File: config.mk
export PLATFORM = sky130hd
export DESIGN_NAME = apb_regfile_slave_flat
export DESIGN_NICKNAME = d
export VERILOG_FILES = /design/src/rtl/apb_pkg.sv /design/src/rtl/apb_regfile_slave_if.sv /design/src/rtl/apb_regfile_slave_regbank.sv /design/src/rtl/apb_regfile_slave.sv /design/src/flat_wrapper.sv
export SDC_FILE = /design/constraint.sdc
export NUM_CORES = 1
export LEC_CHECK = 0
export CAP_MARGIN = 10
export CORE_AREA = 5 5 195 235
export CTS_CLUSTER_DIAMETER = 120
export DETAILED_ROUTE_END_ITERATION = 16
export DIE_AREA = 0 0 200 240
export PLACE_DENSITY_LB_ADDON = 0.25
export SKIP_LAST_GASP = 1
export SYNTH_ARGS = -nofsm -noshare
export SYNTH_HDL_FRONTEND = slang
export SYNTH_SLANG_ARGS = --single-unit
export TNS_END_PERCENT = 20
File: constraint.sdc
create_clock -name pclk -period 3 [get_ports pclk]
set_input_delay 0.6 -clock pclk [delete_from_list [all_inputs] [get_ports pclk]]
set_output_delay 0.6 -clock pclk [all_outputs]
set_load 0.005 [all_outputs]
File: src/rtl/apb_pkg.sv
// Shared types and constants for the APB register-file slave.
// Holds the FSM state enum, the config address and the wait-config width.
package apb_pkg;

  typedef enum logic [1:0] {
    IDLE,
    WAIT,
    READY
  } apb_slv_state_t;

  localparam logic [7:0] CFG_ADDR = 8'hFF;
  localparam int         WAIT_W   = 3;

endpackage

File: src/rtl/apb_regfile_slave_if.sv
// APB completer-side bus bundle.
// Master drives select/enable/write/addr/wdata; slave returns ready/rdata/slverr.
interface apb_regfile_slave_if #(
  parameter int DATA_W = 8,
  parameter int ADDR_W = 8
) ();

  logic              psel;
  logic              penable;
  logic              pwrite;
  logic [ADDR_W-1:0] paddr;
  logic [DATA_W-1:0] pwdata;
  logic              pready;
  logic [DATA_W-1:0] prdata;
  logic              pslverr;

  modport master (
    output psel, penable, pwrite, paddr, pwdata,
    input  pready, prdata, pslverr
  );

  modport slave (
    input  psel, penable, pwrite, paddr, pwdata,
    output pready, prdata, pslverr
  );

endinterface

File: src/rtl/apb_regfile_slave_regbank.sv
// DEPTH x DATA_W storage, one write port, combinational read port.
// Ports: clk, rst_n (async clear), we/waddr/wdata, raddr -> rdata.
module apb_regbank #(
  parameter int DEPTH  = 64,
  parameter int DATA_W = 8,
  parameter int IDX_W  = 6
) (
  input  logic              clk,
  input  logic              rst_n,
  input  logic              we,
  input  logic [IDX_W-1:0]  waddr,
  input  logic [DATA_W-1:0] wdata,
  input  logic [IDX_W-1:0]  raddr,
  output logic [DATA_W-1:0] rdata
);

  logic [DATA_W-1:0] mem [DEPTH];

  always_ff @(posedge clk or negedge rst_n) begin
    if (!rst_n) begin
      for (int i = 0; i < DEPTH; i++) begin
        mem[i] <= '0;
      end
    end else if (we) begin
      mem[waddr] <= wdata;
    end
  end

  assign rdata = mem[raddr];

endmodule

File: src/rtl/apb_regfile_slave.sv
// APB completer with a byte register bank, programmable wait states, PSLVERR.
// Ports: pclk, rst_n (async low), bus (slave modport of apb_regfile_slave_if).
module apb_regfile_slave
  import apb_pkg::*;
#(
  parameter int DATA_W     = 8,
  parameter int ADDR_W     = 8,
  parameter int DEPTH      = 64,
  parameter int RESET_WAIT = 1
) (
  input logic                 pclk,
  input logic                 rst_n,
  apb_regfile_slave_if.slave  bus
);

  localparam int IDX_W = (DEPTH > 1) ? $clog2(DEPTH) : 1;
  localparam logic [ADDR_W-1:0] CFG_A = ADDR_W'(CFG_ADDR);

  apb_slv_state_t state_q, state_d;

  logic [WAIT_W-1:0] cnt_q, cnt_d;
  logic [WAIT_W-1:0] wait_q;
  logic [ADDR_W-1:0] addr_q;
  logic              write_q;
  logic [DATA_W-1:0] wdata_q;
  logic              err_q;

  logic              pready_q;
  logic [DATA_W-1:0] prdata_q;
  logic              pslverr_q;

  logic              setup;
  logic              commit;
  logic [ADDR_W-1:0] a_sel;
  logic              w_sel;
  logic              cfg_sel;
  logic              err_sel;
  logic              err_in;
  logic [DATA_W-1:0] bank_rd;
  logic [DATA_W-1:0] rd_val;
  logic              bank_we;
  logic              cfg_we;

  assign setup  = bus.psel && !bus.penable;
  assign err_in = !(32'(bus.paddr) < 32'(DEPTH)) && (bus.paddr != CFG_A);

  // In IDLE the transfer is not captured yet, so a zero-wait READY
  // entry must decode straight off the bus.
  always_comb begin
    a_sel   = addr_q;
    w_sel   = write_q;
    err_sel = err_q;
    if (state_q == IDLE) begin
      a_sel   = bus.paddr;
      w_sel   = bus.pwrite;
      err_sel = err_in;
    end
  end

  assign cfg_sel = (a_sel == CFG_A);
  assign rd_val  = cfg_sel ? DATA_W'(wait_q) : bank_rd;

  always_comb begin
    state_d = state_q;
    cnt_d   = cnt_q;
    commit  = 1'b0;
    unique case (state_q)
      IDLE: begin
        if (setup) begin
          if (wait_q == '0) begin
            state_d = READY;
          end else begin
            state_d = WAIT;
            cnt_d   = wait_q;
          end
        end
      end
      WAIT: begin
        if (!bus.psel) begin
          state_d = IDLE;
        end else if (bus.penable) begin
          if (cnt_q == WAIT_W'(1)) begin
            state_d = READY;
          end else begin
            cnt_d = cnt_q - WAIT_W'(1);
          end
        end
      end
      READY: begin
        state_d = IDLE;
        commit  = bus.psel && bus.penable && !err_q;
      end
      default: state_d = IDLE;
    endcase
  end

  assign bank_we = commit && write_q && (addr_q != CFG_A);
  assign cfg_we  = commit && write_q && (addr_q == CFG_A);

  always_ff @(posedge pclk or negedge rst_n) begin
    if (!rst_n) begin
      state_q <= IDLE;
      cnt_q   <= '0;
      addr_q  <= '0;
      write_q <= 1'b0;
      wdata_q <= '0;
      err_q   <= 1'b0;
    end else begin
      state_q <= state_d;
      cnt_q   <= cnt_d;
      if (state_q == IDLE && setup) begin
        addr_q  <= bus.paddr;
        write_q <= bus.pwrite;
        wdata_q <= bus.pwdata;
        err_q   <= err_in;
      end
    end
  end

  always_ff @(posedge pclk or negedge rst_n) begin
    if (!rst_n) begin
      wait_q <= WAIT_W'(RESET_WAIT);
    end else if (cfg_we) begin
      wait_q <= wdata_q[WAIT_W-1:0];
    end
  end

  always_ff @(posedge pclk or negedge rst_n) begin
    if (!rst_n) begin
      pready_q  <= 1'b0;
      prdata_q  <= '0;
      pslverr_q <= 1'b0;
    end else begin
      pready_q  <= (state_d == READY);
      pslverr_q <= (state_d == READY) && err_sel;
      if (state_d == READY && !w_sel && !err_sel) begin
        prdata_q <= rd_val;
      end else begin
        prdata_q <= '0;
      end
    end
  end

  apb_regbank #(
    .DEPTH  (DEPTH),
    .DATA_W (DATA_W),
    .IDX_W  (IDX_W)
  ) u_bank (
    .clk   (pclk),
    .rst_n (rst_n),
    .we    (bank_we),
    .waddr (addr_q[IDX_W-1:0]),
    .wdata (wdata_q),
    .raddr (a_sel[IDX_W-1:0]),
    .rdata (bank_rd)
  );

  assign bus.pready  = pready_q;
  assign bus.prdata  = prdata_q;
  assign bus.pslverr = pslverr_q;

endmodule

File: src/flat_wrapper.sv
// flat-port wrapper written by rule: the top's interface ports become plain ports
module apb_regfile_slave_flat import apb_pkg::*;
#(
  parameter int DATA_W     = 8,
  parameter int ADDR_W     = 8,
  parameter int DEPTH      = 64,
  parameter int RESET_WAIT = 1
)
  (pclk, rst_n, bus_psel, bus_penable, bus_pwrite, bus_paddr, bus_pwdata, bus_pready, bus_prdata, bus_pslverr);
  apb_regfile_slave_if #(.DATA_W(DATA_W), .ADDR_W(ADDR_W)) bus_i ();
  input logic pclk;
  input logic rst_n;
  input wire logic [$bits(bus_i.psel)-1:0] bus_psel;
  input wire logic [$bits(bus_i.penable)-1:0] bus_penable;
  input wire logic [$bits(bus_i.pwrite)-1:0] bus_pwrite;
  input wire logic [$bits(bus_i.paddr)-1:0] bus_paddr;
  input wire logic [$bits(bus_i.pwdata)-1:0] bus_pwdata;
  output wire logic [$bits(bus_i.pready)-1:0] bus_pready;
  output wire logic [$bits(bus_i.prdata)-1:0] bus_prdata;
  output wire logic [$bits(bus_i.pslverr)-1:0] bus_pslverr;
  assign bus_i.psel = bus_psel;
  assign bus_i.penable = bus_penable;
  assign bus_i.pwrite = bus_pwrite;
  assign bus_i.paddr = bus_paddr;
  assign bus_i.pwdata = bus_pwdata;
  assign bus_pready = bus_i.pready;
  assign bus_prdata = bus_i.prdata;
  assign bus_pslverr = bus_i.pslverr;
  apb_regfile_slave #(.DATA_W(DATA_W), .ADDR_W(ADDR_W), .DEPTH(DEPTH), .RESET_WAIT(RESET_WAIT)) u_core (.pclk(pclk), .rst_n(rst_n), .bus(bus_i));
endmodule
==> results.sh <==
export IMPL_hold_viol=0
export IMPL_grt_start_max_net_pins=85
export IMPL_routedWlPerCell_um=25.2
export IMPL_vdd_ir_drop_max_mv=0.434
export IMPL_stdcell_count=2802
export IMPL_clk_pin_slew_ns=0.06
export IMPL_place_inst=2705
export IMPL_p_clk_share_pct=41.5
export IMPL_grt_pass1_vias=18772
export IMPL_syn_instance_count=2067
export IMPL_synth_edf_count=0
export IMPL_die_h_um=240
export IMPL_tightest_slew_ns=1.15
export IMPL_finalCriticalPeriod_ns=2.95
export IMPL_ys_ff_latch=548
export IMPL_yosysTopAreaCell="dfrtp_1"
export IMPL_max_slew_margin_pct=23.0
export IMPL_vias_per_cell=6.37
export IMPL_fin_nets=2226
export IMPL_htreeDepth=2
export IMPL_power_leakage_nw=14.2
export IMPL_synth_avg_cell_area_um2=12.4
export IMPL_cts_sinks=548
export IMPL_drt_initial_drc_count=1440
export IMPL_ys_seq_area_share_pct=53.6
export IMPL_synthToLayoutAreaGrowth_pct=17.1
export IMPL_rows=84
export IMPL_drt_wl_total_mm=70.6
export IMPL_p_comb_share_pct=11.1
export IMPL_intPower_mw=12.2
export IMPL_p_sw_share_pct=26.4
export IMPL_end_kind="register"
export IMPL_fmaxAchievable_ghz=0.339
export IMPL_route_detailed_drc=0
export IMPL_criticalPathCategory="register to register"
export IMPL_place_gp_congestion=0.922
export IMPL_drv_cap=0
export IMPL_pre_cts_slack_ns=-0.331
export IMPL_status="finished, final reports clean"
export IMPL_io_pins=31
export IMPL_dpl_hpwl_mm=48.2
export IMPL_skew_ns=0.0167
export IMPL_globalRoute_totalOverflow=0
export IMPL_first_pass_iters=5
export IMPL_hold_class="register to register"
export IMPL_insertion_delay_ns=0.60
export IMPL_synth_area_leaders="dfrtp_1 53%, mux2_2 24%, nand2_1 4.7%, mux4_2 2.3%, nand3_1 2.2%"
export IMPL_clk_path_buf_depth=3
export IMPL_rsz0062_at_grt="true"
export IMPL_die_area_um2=48000
export IMPL_die_w_um=200
export IMPL_required_ns=3.52
export IMPL_cp_arrival_ns=3.47
export IMPL_p_per_area_nw_per_um2=554
export IMPL_finalMaxSlewViolations=0
export IMPL_antennaDiodeCount=0
export IMPL_seq_power_share_pct=47.5
export IMPL_p_sw_mw=4.38
export IMPL_start_kind="register"
export IMPL_setup_viol_count_final=0
export IMPL_power_mw=16.6
export IMPL_io_buffers=30
export IMPL_cts_tree="done"
export IMPL_cts_root_buf="clkbuf_16"
export IMPL_fin_ws_ns=0.0523
export IMPL_final_util_pct=69.2
export IMPL_synthesis_area_um2=25600
export IMPL_fin_crit_sh_pct=98.3
export IMPL_cts_buffers=54
export IMPL_grt_pass1_wl_mm=111
export IMPL_initial_utilization_pct=59.1
export IMPL_core_um2=43300
export IMPL_fin_tns_setup_ns=0
export IMPL_synth_ff_type="dfrtp_1"
export IMPL_syn_nets=2090
export IMPL_synth_top_cell_area_share_pct=53.5
export IMPL_dr_total_vias=17859
export IMPL_cts_setup_buffers=0
export IMPL_yosysWarnings=0
export IMPL_antenna_found_initial=2
export IMPL_drive_above_1_share_pct=41.7
export IMPL_ys_async_sr_fraction_pct=100
export IMPL_groute_usage_overall_pct=30.0
export IMPL_synth_cell_types=66
export IMPL_drtAntennaViolNets=0
export IMPL_crit_fanout=10
-- cell families after synthesis --
family	count (synthesis)	synth area share, %
flip-flops	548	53.6
AND/OR/NAND/NOR	579	10.7
multiplexers	623	28.3
AO/OA/AOI/OAI	162	4.52
adder cells (fa/ha/maj)	2	0.0978
buffers and inverters	153	2.76
-- registers in the layout, summed over array words and instances (netlist names) --
signal              flops
u_core.u_bank.mem     512
u_core.addr_q           8
u_core.bus.prdata       8
u_core.wdata_q          8
u_core.cnt_q            3
u_core.wait_q           3
u_core.state_q          2
u_core.bus.pready       1
u_core.bus.pslverr      1
u_core.err_q            1
u_core.write_q          1
-- placed cells by master, fill, tap and decap left out, drive strengths merged, types with 4 or more instances in the layout --
cell type	instances
clkbuf	77
nor3b	4
a21boi	6
mux2i	52
a221oi	7
dfrtp	547
clkdlybuf4s50	29
inv	6
o21ai	31
a21oi	20
nand3	110
o2111ai	14
and3	17
mux2	545
nor2	49
nand2	336
mux4	26
a31oi	26
clkinv	11
buf	199
o211ai	5
nor3	10
o21a	4
and4	4
nor2b	4
nand2b	8
nand4	17
and2	4
bufinv	4
a32oi	39
-- metal layers --
| layer | routed length (µm) | GRT usage, % |
|---|---|---|
| met5 | 23 | 0 |
| met4 | 3380 | 12.8 |
| met3 | 3840 | 4.32 |
| met2 | 34800 | 49.3 |
| met1 | 28500 | 40.3 |
-- timing repair --
action	in CTS	in global routing
endpoints found under the setup margin	1	3
hold endpoints to repair	52	0
hold buffers	1	0
pin swaps	0	0
gates resized for setup	1	2
-- critical path, stage by stage (launching register included) --
cell       delay [ns]
dfrtp_1          0.53
nor2_2           0.17
buf_4            0.25
mux2i_4          0.50
nand2_1          0.23
a221oi_1         0.45
a2bb2oi_1        0.34
and4b_1          0.24
a31oi_1          0.16
-- through the flow --
stage / cell area (µm²) / hold WS, ns
finish: 30000 / 0.481
detailed placement: 28100 / 0.472
CTS: 30000 / 0.485
floorplan: 25600 / 0.304
global placement: 28100 / 0.465
global route: 30000 / 0.511
-- cells in the mapped netlist (3+ instances only) --
library cell,instances
buf_1,3
nand4_2,3
buf_2,40
o21ai_2,3
o211ai_1,5
nand2_2,16
a2bb2oi_1,3
mux4_2,26
mux2_2,541
and3_1,17
a21boi_0,6
nand2b_1,8
nand3_1,110
and4b_1,3
a32oi_1,39
o2111ai_1,14
clkbuf_1,89
mux2_1,4
a31oi_1,26
nand4_1,14
and4_1,4
o21a_1,3
nor2_1,13
nand2_1,319
and2_1,3
nor3_1,9
a21oi_1,20
buf_4,13
inv_1,4
mux2i_1,52
nor2b_1,4
nor2_2,35
o21ai_0,25
dfrtp_1,547
o21ai_1,3
a221oi_1,7
-- path summary, 6_finish.rpt --
path / cells past startpoint / slack (ns) / end / start
max: 8 / 0.05 / u_core.bus.prdata[1] / u_core.state_q[1]
min: 2 / 0.48 / u_core.cnt_q[1] / u_core.cnt_q[1]
max in group asynchronous: 4 / 1.55 / u_core.u_bank.mem[150] / rst_n
min reg2reg: 2 / 0.48 / u_core.cnt_q[1] / u_core.cnt_q[1]
min in group asynchronous: 2 / 0.57 / u_core.u_bank.mem[421] / rst_n
max reg2reg: 8 / 0.05 / u_core.bus.prdata[1] / u_core.state_q[1]
-- area by class of cell --
cell class | count | area [µm²]
Clock buffer | 77 | 1600
Clock inverter | 19 | 208
Fill cell | 3006 | 13300
Inverter | 4 | 15.0
Multi-Input combinational cell | 1366 | 11200
Sequential cell | 548 | 13700
Tap cell | 559 | 699
Timing Repair Buffer | 229 | 2460
-- power by group through the flow --
| stage | Sequential, mW | Combinational (mW) | Clock (mW) |
|---|---|---|---|
| after floorplan | 7.69 | 1.09 | 0 |
| after global placement | 7.99 | 1.78 | 0 |
| after detailed placement | 8.00 | 1.81 | 0 |
| after CTS | 7.87 | 1.82 | 6.97 |
| after global routing | 7.89 | 1.95 | 7.28 |
| final | 7.88 | 1.84 | 6.89 |
No activity file was read; power rests on OpenSTA's default activity.
